`src/rtl/ifu_fetch.sv`:
```
// PC register and instruction-fetch sequencer: issues req/gnt/rvalid fetches at pc_out,
// presents the word to decode, and advances to the next-PC unit's result on release.
module ifu_fetch #(
  parameter logic [31:0] RESET_PC = 32'h0000_3000,
  parameter int          TIMEOUT  = 16,
  parameter int          CNT_W    = 5
) (
  input  logic        clk,
  input  logic        rst_n,
  input  logic [31:0] npc_in,
  input  logic        stall,
  input  logic        flush,
  input  logic [31:0] flush_pc,
  output logic        imem_req,
  output logic [31:0] imem_addr,
  input  logic        imem_gnt,
  input  logic        imem_rvalid,
  input  logic [31:0] imem_rdata,
  output logic [31:0] pc_out,
  output logic [31:0] instr,
  output logic        instr_valid,
  output logic        err,
  output logic [1:0]  err_code
);

  typedef enum logic [2:0] {
    S_IDLE  = 3'd0,
    S_REQ   = 3'd1,
    S_WAIT  = 3'd2,
    S_DRAIN = 3'd3,
    S_HOLD  = 3'd4,
    S_ERR   = 3'd5
  } state_e;

  localparam logic [1:0] CODE_NONE    = 2'b00;
  localparam logic [1:0] CODE_MISALGN = 2'b01;
  localparam logic [1:0] CODE_TIMEOUT = 2'b10;

  state_e             state_q, state_d;
  logic [31:0]        pc_q, pc_d;
  logic [31:0]        instr_q, instr_d;
  logic               valid_q, valid_d;
  logic [1:0]         code_q, code_d;
  logic [CNT_W-1:0]   cnt_q, cnt_d;
  logic               req_q, req_d;
  logic               err_q, err_d;
  logic               load_s;

  function automatic logic pc_misaligned(input logic [31:0] pc);
    return (pc[1:0] != 2'b00);
  endfunction

  // Next-state, next-PC and fetch-datapath decode
  always_comb begin
    state_d = state_q;
    pc_d    = pc_q;
    instr_d = instr_q;
    valid_d = valid_q;
    code_d  = code_q;
    cnt_d   = cnt_q;
    load_s  = 1'b0;

    case (state_q)
      S_IDLE: begin
        state_d = S_REQ;
      end
      S_REQ: begin
        // A grant coinciding with a flush is deliberately dropped.
        if (flush) begin
          pc_d   = flush_pc;
          load_s = 1'b1;
        end else if (imem_gnt) begin
          state_d = S_WAIT;
          cnt_d   = {CNT_W{1'b0}};
        end else begin
          state_d = S_REQ;
        end
      end
      S_WAIT: begin
        cnt_d = cnt_q + {{(CNT_W-1){1'b0}}, 1'b1};
        if (flush) begin
          pc_d    = flush_pc;
          load_s  = 1'b1;
          state_d = imem_rvalid ? S_REQ : S_DRAIN;
        end else if (imem_rvalid) begin
          instr_d = imem_rdata;
          valid_d = 1'b1;
          state_d = S_HOLD;
        end else if (cnt_d == CNT_W'(TIMEOUT)) begin
          state_d = S_ERR;
          code_d  = CODE_TIMEOUT;
        end else begin
          state_d = S_WAIT;
        end
      end
      S_DRAIN: begin
        cnt_d = cnt_q + {{(CNT_W-1){1'b0}}, 1'b1};
        if (flush) begin
          pc_d   = flush_pc;
          load_s = 1'b1;
        end else begin
          pc_d = pc_q;
        end
        if (imem_rvalid) begin
          state_d = S_REQ;
        end else if (cnt_d == CNT_W'(TIMEOUT)) begin
          state_d = S_ERR;
          code_d  = CODE_TIMEOUT;
        end else begin
          state_d = S_DRAIN;
        end
      end
      S_HOLD: begin
        if (flush) begin
          pc_d    = flush_pc;
          load_s  = 1'b1;
          valid_d = 1'b0;
          state_d = S_REQ;
        end else if (stall) begin
          state_d = S_HOLD;
        end else begin
          pc_d    = npc_in;
          load_s  = 1'b1;
          valid_d = 1'b0;
          state_d = S_REQ;
        end
      end
      S_ERR: begin
        valid_d = 1'b0;
        state_d = S_ERR;
      end
      default: begin
        state_d = S_IDLE;
        valid_d = 1'b0;
      end
    endcase

    // A misaligned target still loads, but no fetch is ever issued for it.
    if (load_s && pc_misaligned(pc_d)) begin
      state_d = S_ERR;
      code_d  = CODE_MISALGN;
      valid_d = 1'b0;
    end else begin
      code_d = code_d;
    end
  end

  // Output flags follow the next state so they are registered alongside it
  always_comb begin
    req_d = (state_d == S_REQ);
    err_d = (state_d == S_ERR);
  end

  // State and output registers with synchronous active-low reset
  always_ff @(posedge clk) begin
    if (!rst_n) begin
      state_q <= S_IDLE;
      pc_q    <= RESET_PC;
      instr_q <= 32'h0000_0000;
      valid_q <= 1'b0;
      code_q  <= CODE_NONE;
      cnt_q   <= {CNT_W{1'b0}};
      req_q   <= 1'b0;
      err_q   <= 1'b0;
    end else begin
      state_q <= state_d;
      pc_q    <= pc_d;
      instr_q <= instr_d;
      valid_q <= valid_d;
      code_q  <= code_d;
      cnt_q   <= cnt_d;
      req_q   <= req_d;
      err_q   <= err_d;
    end
  end

  assign imem_req    = req_q;
  assign imem_addr   = pc_q;
  assign pc_out      = pc_q;
  assign instr       = instr_q;
  assign instr_valid = valid_q;
  assign err         = err_q;
  assign err_code    = code_q;

endmodule

```
`config.mk`:
```
export PLATFORM = sky130hd
export DESIGN_NAME = ifu_fetch
export DESIGN_NICKNAME = d
export VERILOG_FILES = /design/src/rtl/ifu_fetch.sv
export SDC_FILE = /design/constraint.sdc
export NUM_CORES = 1
export LEC_CHECK = 0
export ABC_AREA = 1
export ABC_CLOCK_PERIOD_IN_PS = 1700
export CELL_PAD_IN_SITES_DETAIL_PLACEMENT = 1
export CELL_PAD_IN_SITES_GLOBAL_PLACEMENT = 2
export CORE_AREA = 2 2 166 119
export DETAILED_ROUTE_END_ITERATION = 6
export DIE_AREA = 0 0 168 121
export PLACE_DENSITY = 0.78
export SLEW_MARGIN = 20
export SYNTH_ARGS = -nofsm -noshare
export SYNTH_HDL_FRONTEND = slang
export SYNTH_SLANG_ARGS = --single-unit
```
`constraint.sdc`:
```
create_clock -name clk -period 1.7 [get_ports clk]
set_clock_uncertainty 0.05 [all_clocks]
set_input_delay 0.34 -clock clk [delete_from_list [all_inputs] [get_ports clk]]
set_output_delay 0.34 -clock clk [all_outputs]
set_load 0.02 [all_outputs]
```
# Yosys cells after proc, flatten, opt, wreduce, memory -nomap -nowiden
# Index checks and enable logic that the tools add are counted.
classes:
  addsub: 1
  mul: 0
  div_mod_pow: 0
  magnitude_cmp: 0
  eq_ne: 15
  shift: 0
  n_mux: 33
  n_bitwise: 3
  n_reduce_logical: 17
ops:
  columns: ["operator", "n"]
  rows:
  - ["$mux W32", 3]
  - ["$pmux W32 S2", 1]
  - ["$mux W3", 9]
  - ["$pmux W3 S6", 1]
  - ["$mux W2", 5]
  - ["$mux W5", 2]
  - ["$pmux W5 S2", 1]
  - ["$eq A3 B3 Y1 const B", 3]
  - ["$reduce_and A3 Y1", 3]
  - ["$mux W1", 8]
  - ["$ne A2 B2 Y1 const B", 4]
  - ["$reduce_bool A2 Y1", 4]
  - ["$eq A3 B1 Y1 const B", 2]
  - ["$eq A3 B2 Y1 const B", 2]
  - ["$ne A3 B3 Y1 const B", 2]
  - ["$reduce_or A3 Y1", 2]
  - ["$add A5 B1 Y5 const B", 1]
  - ["$eq A5 B5 Y1 const B", 1]
  - ["$pmux W2 S2", 1]
  - ["$reduce_and A2 Y1", 2]
  - ["$reduce_and A4 Y1", 1]
  - ["$reduce_or A2 Y1", 2]
  - ["$logic_not A3 Y1", 1]
  - ["$not A1 Y1", 3]
  - ["other kinds (5)", 5]
totals:
  reg_bits: 77
  latchBits: 0
  ramBits: 0
  mem_bits_ro: 0
  inputBits: 102
  output_inout_bits: 101
  memories: 0

# Longest topological paths before layout
# Gate-level depths: netlist (run 1).
depth:
  word_depth: 8
  mapped_depth: 11
  mapped_depth_nobuf: 11

# Worst setup path before layout (run 1)
# OpenSTA, ideal clock, no wires.
synth_timing:
  kind: "register to register"
  from: "register state_q[1]"
  to: "register instr_q[11], in the netlist instr[11]"
  t_arrival_ps: 1260
  slack_ps: 276
  path_stages_with_launch: 11
  path_buffers: 1
  cell_sequence: "dfxtp_1 > inv_2 > nor2_4 > inv_2 > nor2_4 > nand2_4 > nor2_8 > inv_4 > buf_6 > nor2_1 > nor2_1"
synth_via:
  elab_chain_len: 2
synth_rtl:
  columns: ["element", "line_no", "source"]
  rows:
  - ["start, declared", "39", "state_e state_q, state_d;"]
  - ["start signal, assigned", "166", "state_q <= state_d;"]
  - ["$eq A3 B2 Y1", "63", "case (state_q)"]
  - ["$reduce_and A3 Y1 (no line)", null, null]
  - ["end signal, assigned", "168", "instr_q <= instr_d;"]
  - ["end, declared", "41", "logic [31:0] instr_q, instr_d;"]
# Every way passes these cells.
# A chain may end at the register's enable or synchronous reset.

# Worst setup path in the final report (run 1)
layout_timing:
  from: "register instr_q[25], in the netlist instr[25]"
  to: "output port instr[25]"
layout_rtl:
  columns: ["element", "line_no", "source"]
  rows:
  - ["end, declared", "20", "output logic [31:0] instr,"]
# No word-level cell between the ends.

==> flow_metrics.py, run 1 <==
metrics = {
    "global_routing": {
        "grt_pass1_vias": 4200,
        "grt_max_degree": 34,
        "grt_usage": 0.136,
        "grt_pass1_wl_um": 21800,
        "antenna_found_initial": 0,
        "grt-ovfl-total": 0,
    },
    "placement": {
        "post_dp_cell_area_um2": 5690,
        "port_buffers": 202,
        "gp_congestion": 0.801,
        "place_ws_ns": -0.295,
        "place_hpwl_um": 10500,
    },
    "final_layout": {
        "layout.nets": 740,
        "multiInputGateArea_um2": 1500,
        "antennaDiodeCount": 0,
        "areaGrowthSynthToFinish_pct": 70.6,
        "regArea_um2": 1550,
        "num-fill-cells": 2230,
        "final_area_um2": 5970,
        "drive_above_1_share": 0.120,
    },
    "setup_path": {
        "cp_max_fo": 2,
        "ff2ff_path_depth": 9,
        "critPathCaptureType": "primary output",
        "cp.required_ns": 1.31,
        "critical_path_buf_inv_count": 1,
        "cp-start-kind": "flip-flop",
        "critPathKind": "reg2out",
        "r2r-start": "state_q[1]",
        "reg2reg_slack_ns": 0.17,
        "arrival_ns": 1.27,
        "reg2reg_to": "instr[16]",
        "path_depth": 1,
        "critPathTopFamily": "buffers and inverters",
        "critPathCapture": "instr[25]",
        "crit_path_cell_trace": "clkdlybuf4s50_1",
        "slowest_delay_ns": 0.60,
        "critPathSlowestCell": "clkdlybuf4s50_1",
        "crit_start": "instr[25]",
    },
    "status": {
        "status": "completed",
    },
    "timing": {
        "hold_violations": 0,
        "rsz0062_at_grt": "false",
        "timing.fmax_mhz": 603,
        "setup_violations": 0,
        "slew_viol_final": 0,
        "setup_slack_ns": 0.0426,
        "fin_crit_sh": 0.975,
        "slew_headroom": 0.676,
        "whs_ns": 0.407,
        "worst_pin_slew_ns": 0.485,
        "finalSetupTns_ns": 0,
        "fin_crit_ns": 1.66,
    },
    "pwr": {
        "clockPowerShare": 0.327,
        "seqPwrFrac": 0.354,
        "p_sw_uw": 2100,
        "p_leak_uw": 0.00294,
        "irDropWorstVdd_mv": 0.363,
        "p_int_uw": 4060,
        "comb_power_share": 0.319,
        "p_sw_frac": 0.341,
        "total_power_uw": 6160,
        "p_per_area_nw_per_um2": 1030,
    },
    "synthesis": {
        "synth.yosys.warnings": 0,
        "syn_inst": 455,
        "synth_top_area_frac": 0.440,
        "syn_nets": 558,
        "synth_seq_cells": 77,
        "yosysUniqueCellTypes": 26,
        "synth.cell_area_um2": 3500,
        "synth.avg_cell_area_um2": 7.69,
        "synth-seq-area-share": 0.440,
        "synthTopCellsByArea": "dfxtp_1 44%, o21ai_0 8.6%, nor2_1 8.3%",
        "yosysTopAreaCell": "dfxtp_1",
    },
    "routing": {
        "vias_per_cell": 4.30,
        "drt_wl_total_um": 13700,
        "drc": 0,
        "postRouteAntennaNets": 0,
        "drt-initial-drc-count": 105,
        "wire_per_inst_um": 15.5,
        "first_pass_iters": 4,
        "dr_total_vias": 3800,
    },
    "floorplanning": {
        "initial_utilization": 0.188,
        "die_w_um": 168,
        "rows": 42,
        "io-pin-count": 203,
        "fp.dieArea_um2": 20300,
        "core_um2": 18700,
        "die_h_um": 121,
    },
    "clock_tree": {
        "hold_buffers": 0,
        "cts_tree": "done",
        "clockBufferDepth": 2,
        "clockRootBuffer": "clkbuf_16",
        "cts_sinks": 77,
        "htree_levels": 3,
        "clkSlewWorstSetupHoldPaths_ns": 0.06,
        "clk_latency_ns": 0.35,
        "cts_buffers": 9,
    },
    "flow_run": {
        "maxCapViolations": 0,
    },
    "worst_hold_path": {
        "hp-class": "reg2reg",
    },
}
power groups by stage:
stage	sequential, µW	combinational (µW)	clock, µW
5_1_grt	2210	2140	2180
2_1_floorplan	2420	943	0
6_report	2180	1970	2010
3_5_place_dp	2230	2180	0
3_3_place_gp	2220	2140	0
4_1_cts	2180	1960	2100
worst min path at each step:
stage | startpoint | endpoint | slack, ns | depth (start not counted)
detailed placement | err_code[1] | err_code[1] | 0.40 | 2
finish | err_code[1] | err_code[1] | 0.41 | 2
global route | err_code[0] | err_code[0] | 0.45 | 2
floorplan | cnt_q[4] | cnt_q[4] | 0.40 | 2
global placement | err_code[1] | err_code[1] | 0.40 | 2
CTS | err_code[1] | err_code[1] | 0.42 | 2
cells by family after synthesis:
group | synth area share
flops | 0.440
simple gates | 0.191
buf+inv | 0.141
compound gates | 0.225
fa+ha+maj | 0.00357
layout make-up:
class,count,share of cell area
clock buffer,10,0.0400
multi-input combinational,296,0.252
clock inverter,6,0.0117
timing repair buffer,229,0.371
sequential,77,0.259
tap,242,0.0507
inverter,24,0.0155
layout by cell type, fill, tap and decap left out, types with 20 or more instances in the layout:
master / count
dfxtp_1: 73
o21ai_0: 58
a21oi_1: 38
nor2_1: 73
a22oi_1: 30
buf_4: 21
dlygate4sd2_1: 88
inv_1: 20
clkdlybuf4s50_1: 100
nand2_1: 44
state kept, by name (all words and copies together), names as in the netlist:
| name | count |
|---|---|
| cnt_q | 5 |
| instr_valid | 1 |
| instr | 32 |
| state_q | 3 |
| imem_req | 1 |
| imem_addr | 32 |
| err | 1 |
| err_code | 2 |
layer usage:
metal	part of all wire	vias up	track usage
met4	0.016	0	0.0462
met5	0	-	0
met1	0.44	1808	0.157
met3	0.071	17	0.0509
met2	0.47	115	0.231
li1	-	1860	-
per-stage QoR:
stage,instances,util
6_report,884,0.320
5_1_grt,884,0.320
4_1_cts,882,0.316
3_5_place_dp,866,0.305
3_3_place_gp,866,0.305
2_1_floorplan,455,-
timing repair:
item	CTS	global route
gates resized for setup	88	29
pin swaps	0	2
setup buffers	0	2
endpoints found under the setup margin	88	62
synth_stat cells:
cell and n:
buf_2 10, nand3_1 11, nand2_1 46, inv_1 21, buf_4 33, o21ai_0 60
nand2_4 1, inv_4 1, nor3_1 2, nor2_2 6, ha_1 1, dfxtp_1 77
a21oi_1 39, nand2_2 3, buf_1 1, nor2_1 77, nor2_8 1, buf_6 6
a22oi_1 30, o211ai_1 2, or2_2 2, nand4_1 3, inv_2 2, clkbuf_1 8
nor2_4 2, o21ai_1 10
worst reg2reg max path: stages, from the launching register on:
cell and delay (ns):
dfxtp_2 0.36, inv_2 0.07, nor2_4 0.16, inv_2 0.09
nor2_4 0.11, nand2_4 0.08, nor2_8 0.11, inv_4 0.14
nor2_1 0.17, nor2_1 0.06
No activity file was read; power rests on OpenSTA's default activity.
==> run 2, diff against run 1 <==
- ABC_CLOCK_PERIOD_IN_PS: 1700 -> 1580
- CORE_AREA: 2 2 166 119 -> 2 2 147 134
- DIE_AREA: 0 0 168 121 -> 0 0 149 136
- SLEW_MARGIN: 20 -> 0
- clock period: 1.7 -> 1.58 ns (I/O delays scaled with it)
==> run 2 against run 1 <==
  * First-iteration DRC count decreased by 22%
  * Highest routed layer unchanged
  * The run now ends with negative setup slack left
  * Hold slack got worse by 0.044 ns
  * Worst setup slack worse by 0.057 ns
  * Core utilization up 0.29 points
  * Sequential share of layout area fell by 0.39 points
  * Count of clock-buffer cells in the layout is 2 higher
  * Routed wire length is 7.1% higher
  * Final cell count rose by 2.3%
  * Combinational power up 8%
  * Die area fell by 0.31%
  * Via count up 2.7%
  * Power is 3.9% higher
  * Critical endpoint is now instr[0]
==> flow_metrics.py, run 2 (synthesized netlist as in run 1, its figures left out) <==
metrics = {
    "status": {
        "status": "complete, but fails checks",
        "violations": "negative setup slack",
    },
    "timing": {
        "hold_violations": 0,
        "setup_slack_ns": -0.0148,
        "worst_pin_slew_ns": 0.371,
        "fin_crit_ns": 1.59,
        "timing.fmax_mhz": 627,
        "rsz0062_at_grt": "true",
        "fin_crit_sh": 1.01,
        "slew_viol_final": 0,
        "slew_headroom": 0.752,
        "setup_violations": 2,
    },
    "setup_path": {
        "critPathSlowestCell": "dfxtp_2",
        "cp.required_ns": 1.80,
        "cp-start-kind": "flip-flop",
        "critPathKind": "reg2reg",
        "crit_path_cell_trace": "inv_2 -> nor2_4 -> inv_4 -> nor2_4 -> nand2_4 -> nor2_8 -> buf_12 -> clkbuf_16 -> o21ai_0 -> nor2_1",
        "cpMostUsedCell": "nor2_4",
        "slowest_delay_ns": 0.36,
        "arrival_ns": 1.81,
        "critPathCaptureType": "flip-flop",
        "cp_max_fo": 8,
    },
    "floorplanning": {
        "fp.dieArea_um2": 20300,
        "die_h_um": 136,
        "die_w_um": 149,
        "rows": 48,
        "initial_utilization": 0.186,
        "io-pin-count": 203,
        "core_um2": 18900,
    },
    "global_routing": {
        "grt_pass1_vias": 4196,
        "grt_max_degree": 34,
        "antenna_found_initial": 1,
        "grt_pass1_wl_um": 21300,
        "grt_usage": 0.135,
        "grt-ovfl-total": 0,
    },
    "clock_tree": {
        "clockBufferDepth": 2,
        "clk_latency_ns": 0.34,
        "clkSlewWorstSetupHoldPaths_ns": 0.06,
        "clockRootBuffer": "clkbuf_16",
        "cts_buffers": 9,
        "htree_levels": 3,
        "cts_sinks": 77,
        "cts_tree": "done",
    },
    "routing": {
        "drc": 0,
        "wire_per_inst_um": 16.2,
        "first_pass_iters": 4,
        "vias_per_cell": 4.32,
        "drt-initial-drc-count": 82,
        "drt_wl_total_um": 14700,
        "postRouteAntennaNets": 0,
        "dr_total_vias": 3902,
    },
    "final_layout": {
        "num-fill-cells": 2315,
        "final_area_um2": 6090,
        "regArea_um2": 1550,
        "layout_commonest_cell": "dlygate4sd2_1",
        "final_cells": 904,
        "final_cell_mix": "102 x dlygate4sd2_1, 98 x clkdlybuf4s50_1, 71 x dfxtp_1, 70 x nor2_1, 50 x o21ai_0",
        "layout.nets": 753,
        "drive_above_1_share": 0.145,
        "multiInputGateArea_um2": 1530,
        "areaGrowthSynthToFinish_pct": 74.1,
    },
    "placement": {
        "gp_congestion": 0.771,
        "place_hpwl_um": 10500,
        "dp.cells": 876,
        "post_dp_cell_area_um2": 5690,
        "port_buffers": 202,
    },
    "worst_hold_path": {
        "hp-class": "in2reg",
    },
    "pwr": {
        "p_per_area_nw_per_um2": 1050,
        "irDropWorstVdd_mv": 0.460,
        "p_leak_uw": 0.00284,
    },
    "flow_run": {
        "maxCapViolations": 0,
    },
}
## run 2: timing repair
action,in CTS,in global routing
hold buffers,0,0
pin swaps,0,7
endpoints found under the setup margin,122,71
buffers inserted,0,8
cloned,0,5
resized for setup,107,37
## run 2: stage by stage
| stage | power, µW | hold slack [ns] | setup TNS (ns) | setup slack, ns | util |
|---|---|---|---|---|---|
| floorplan | 3620 | 0.394 | 0 | 0.156 | - |
| global placement | 4680 | 0.396 | -20.06 | -0.350 | 0.302 |
| detailed placement | 4730 | 0.410 | -24.14 | -0.413 | 0.302 |
| CTS | 6460 | 0.368 | 0 | 0.0208 | 0.309 |
| global route | 6790 | 0.394 | -3.37 | -0.111 | 0.323 |
| finish | 6400 | 0.363 | -0.0174 | -0.0148 | 0.323 |
## run 2: metal layers
layer / vias to the layer above / track usage / part of all wire
li1: 1875 / - / -
met1: 1905 / 0.142 / 0.40
met2: 108 / 0.250 / 0.53
met3: 14 / 0.0416 / 0.057
met4: 0 / 0.0524 / 0.013
met5: - / 0 / 0
## run 2: cell type report
| class | instances | share of cell area |
|---|---|---|
| Timing Repair Buffer | 241 | 0.380 |
| Antenna cell | 1 | 0.000411 |
| Tap cell | 250 | 0.0513 |
| Clock buffer | 12 | 0.0421 |
| Inverter | 24 | 0.0173 |
| Multi-Input combinational cell | 296 | 0.251 |
| Clock inverter | 2 | 0.00164 |
| Timing Repair inverter | 1 | 0.00144 |
| Sequential cell | 77 | 0.255 |
## run 2: path summary, 6_finish.rpt
kind / start / endpoint / slack, ns / depth (start not counted)
setup / recovery: state_q[1] / instr[0] / -0.01 / 10
hold / removal: rst_n / state_q[2] / 0.36 / 3
setup reg to reg: state_q[1] / instr[0] / -0.01 / 10
hold reg to reg: err_code[1] / err_code[1] / 0.41 / 2
## run 2: worst max-delay path: cells and delay by family, from the launching register on
family | cells | cell delay (ns)
compound gates | 1 | 0.08
simple gates | 5 | 0.59
flops | 1 | 0.36
buf+inv | 4 | 0.45
## run 2: where the power goes
part / switching (µW) / leakage (µW) / internal [µW]
Combinational: 1200 / 0.00208 / 926
Clock: 797 / 0.000134 / 1130
Sequential: 174 / 0.000630 / 2170
Total: 2170 / 0.00284 / 4230
==> run 3, diff against run 2 <==
- GPL_ROUTABILITY_DRIVEN: default -> 0
- MAX_ROUTING_LAYER: default -> met4
==> run 3 against run 2 <==
  * The run still ends with negative setup slack left
  * Clock power about the same
  * Sequential power about the same
  * Register-to-register slack about the same
  * Routed wire length increased by 0.11%
  * Count of clock-buffer cells in the layout unchanged
  * Non-clock buffer count unchanged
  * Worst setup slack about the same
  * Via count decreased by 0.13%
  * Global-route usage increased by 0.40 points
  * Design area about the same
  * Core utilization about the same
  * Combinational power about the same
==> flow_metrics.py, run 3 (synthesized netlist as in run 1, its figures left out) <==
metrics = {
    "global_routing": {
        "grt_max_degree": 34,
        "antenna_found_initial": 1,
        "grt_pass1_wl_um": 21300,
        "grt_usage": 0.139,
        "grt_pass1_vias": 4202,
        "grt-ovfl-total": 0,
    },
    "worst_hold_path": {
        "hp-class": "in2reg",
        "hold_path.startpoint": "rst_n",
        "hold_depth": 3,
    },
    "floorplanning": {
        "io-pin-count": 203,
        "fp.dieArea_um2": 20300,
        "core_um2": 18900,
        "initial_utilization": 0.186,
        "die_w_um": 149,
        "rows": 48,
        "die_h_um": 136,
    },
    "clock_tree": {
        "cts_sinks": 77,
        "clkSlewWorstSetupHoldPaths_ns": 0.06,
        "cts_tree": "done",
        "clk_latency_ns": 0.33,
        "cts_buffers": 9,
        "clockBufferDepth": 2,
        "htree_levels": 3,
        "hold_buffers": 0,
        "clockRootBuffer": "clkbuf_16",
    },
    "pwr": {
        "p_leak_uw": 0.00284,
        "p_sw_frac": 0.339,
        "p_sw_uw": 2170,
        "comb_power_share": 0.333,
        "seqPwrFrac": 0.367,
        "irDropWorstVdd_mv": 0.457,
        "clockPowerShare": 0.301,
        "p_int_uw": 4230,
        "p_per_area_nw_per_um2": 1050,
    },
    "timing": {
        "setup_slack_ns": -0.0146,
        "finalSetupTns_ns": -0.0146,
        "worst_pin_slew_ns": 0.371,
        "fin_crit_ns": 1.59,
        "slew_viol_final": 0,
        "fin_crit_sh": 1.01,
        "setup_violations": 1,
        "slew_headroom": 0.752,
        "whs_ns": 0.361,
        "hold_violations": 0,
        "rsz0062_at_grt": "true",
        "timing.fmax_mhz": 627,
    },
    "final_layout": {
        "areaGrowthSynthToFinish_pct": 73.9,
        "drive_above_1_share": 0.142,
        "layout.nets": 753,
        "utilization": 0.323,
        "layout_commonest_cell": "dlygate4sd2_1",
        "final_cell_mix": "102 x dlygate4sd2_1, 98 x clkdlybuf4s50_1, 72 x nor2_1, 71 x dfxtp_1, 49 x o21ai_0",
        "final_cells": 904,
        "final_area_um2": 6090,
    },
    "placement": {
        "place_hpwl_um": 10500,
        "dp.cells": 876,
        "post_dp_cell_area_um2": 5690,
        "port_buffers": 202,
    },
    "setup_path": {
        "arrival_ns": 1.81,
        "critPathKind": "reg2reg",
        "critPathCaptureType": "flip-flop",
        "critical_path_buf_inv_count": 4,
        "crit_path_cell_trace": "inv_2 -> nor2_4 -> inv_4 -> nor2_4 -> nand2_4 -> nor2_8 -> buf_12 -> clkbuf_16 -> o21ai_0 -> nor2_1",
        "cp_max_fo": 8,
        "slowest_delay_ns": 0.36,
        "critPathTopFamily": "simple AND/OR/NAND/NOR gates",
        "cpMostUsedCell": "nor2_4",
        "cp.required_ns": 1.80,
        "r2r-start": "state_q[1]",
        "path_depth": 10,
        "reg2reg_slack_ns": -0.01,
        "cp-start-kind": "flip-flop",
        "ff2ff_path_depth": 10,
        "critPathSlowestCell": "dfxtp_2",
        "critPathCapture": "instr[0]",
        "crit_start": "state_q[1]",
        "reg2reg_to": "instr[0]",
    },
    "routing": {
        "drt-initial-drc-count": 138,
        "drt_wl_total_um": 14700,
        "wire_per_inst_um": 16.3,
        "postRouteAntennaNets": 0,
        "vias_per_cell": 4.31,
        "dr_total_vias": 3897,
        "first_pass_iters": 4,
        "drc": 0,
    },
    "status": {
        "violations": "negative setup slack",
        "status": "complete, but fails checks",
    },
    "flow_run": {
        "maxCapViolations": 0,
    },
}
-- run 3: cell counts in the layout (fill, tap and decap cells not counted) --
Identical to the previous run, type by type.
-- run 3: final cells by class --
| type | count | area, µm² |
|---|---|---|
| diodes | 1 | 2.50 |
| clock buffers | 12 | 256 |
| clock inverters | 2 | 10.0 |
| fillers | 2314 | 12800 |
| inverters | 24 | 105 |
| multi-input cells | 296 | 1530 |
| flip-flops and latches | 77 | 1550 |
| well taps | 250 | 313 |
| repair buffers | 241 | 2310 |
| repair inverters | 1 | 8.76 |
-- run 3: routing by layer --
metal,share of wire,vias to the layer above,global-route usage
li1,-,1873,-
met1,0.41,1914,0.144
met2,0.53,98,0.251
met3,0.046,12,0.0383
met4,0.012,0,0.0524
met5,0,-,-
-- run 3: worst min-delay path by stage --
stage	endpoint	slack, ns
after floorplan	instr[2]	0.39
after global placement	err_code[1]	0.40
after detailed placement	err_code[1]	0.41
after CTS	state_q[2]	0.37
after global routing	imem_addr[13]	0.40
final	state_q[2]	0.36
-- run 3: power by group through the flow --
stage / Clock (µW) / Sequential (µW) / Combinational (µW)
final: 1920 / 2350 / 2130
after global routing: 2100 / 2380 / 2320
after CTS: 2030 / 2350 / 2080
after detailed placement: 0 / 2400 / 2330
after global placement: 0 / 2390 / 2290
after floorplan: 0 / 2600 / 1010
-- run 3: tightest hold or removal path, cell delays in order --
cell and delay, ns:
buf_2 0.12, inv_1 0.14, nor2_1 0.13
-- run 3: through the flow --
stage / total power [µW] / setup slack (ns)
5_1_grt: 6790 / -0.113
4_1_cts: 6460 / 0.0208
6_report: 6400 / -0.0146
3_3_place_gp: 4680 / -0.350
2_1_floorplan: 3620 / 0.156
3_5_place_dp: 4730 / -0.413
-- run 3: timing repair --
item                       4_1_cts  5_1_grt
setup endpoints to repair      122       72
resized for setup              107       36
buffers inserted                 0        8
cloned                           0        5
pin swaps                        0        8
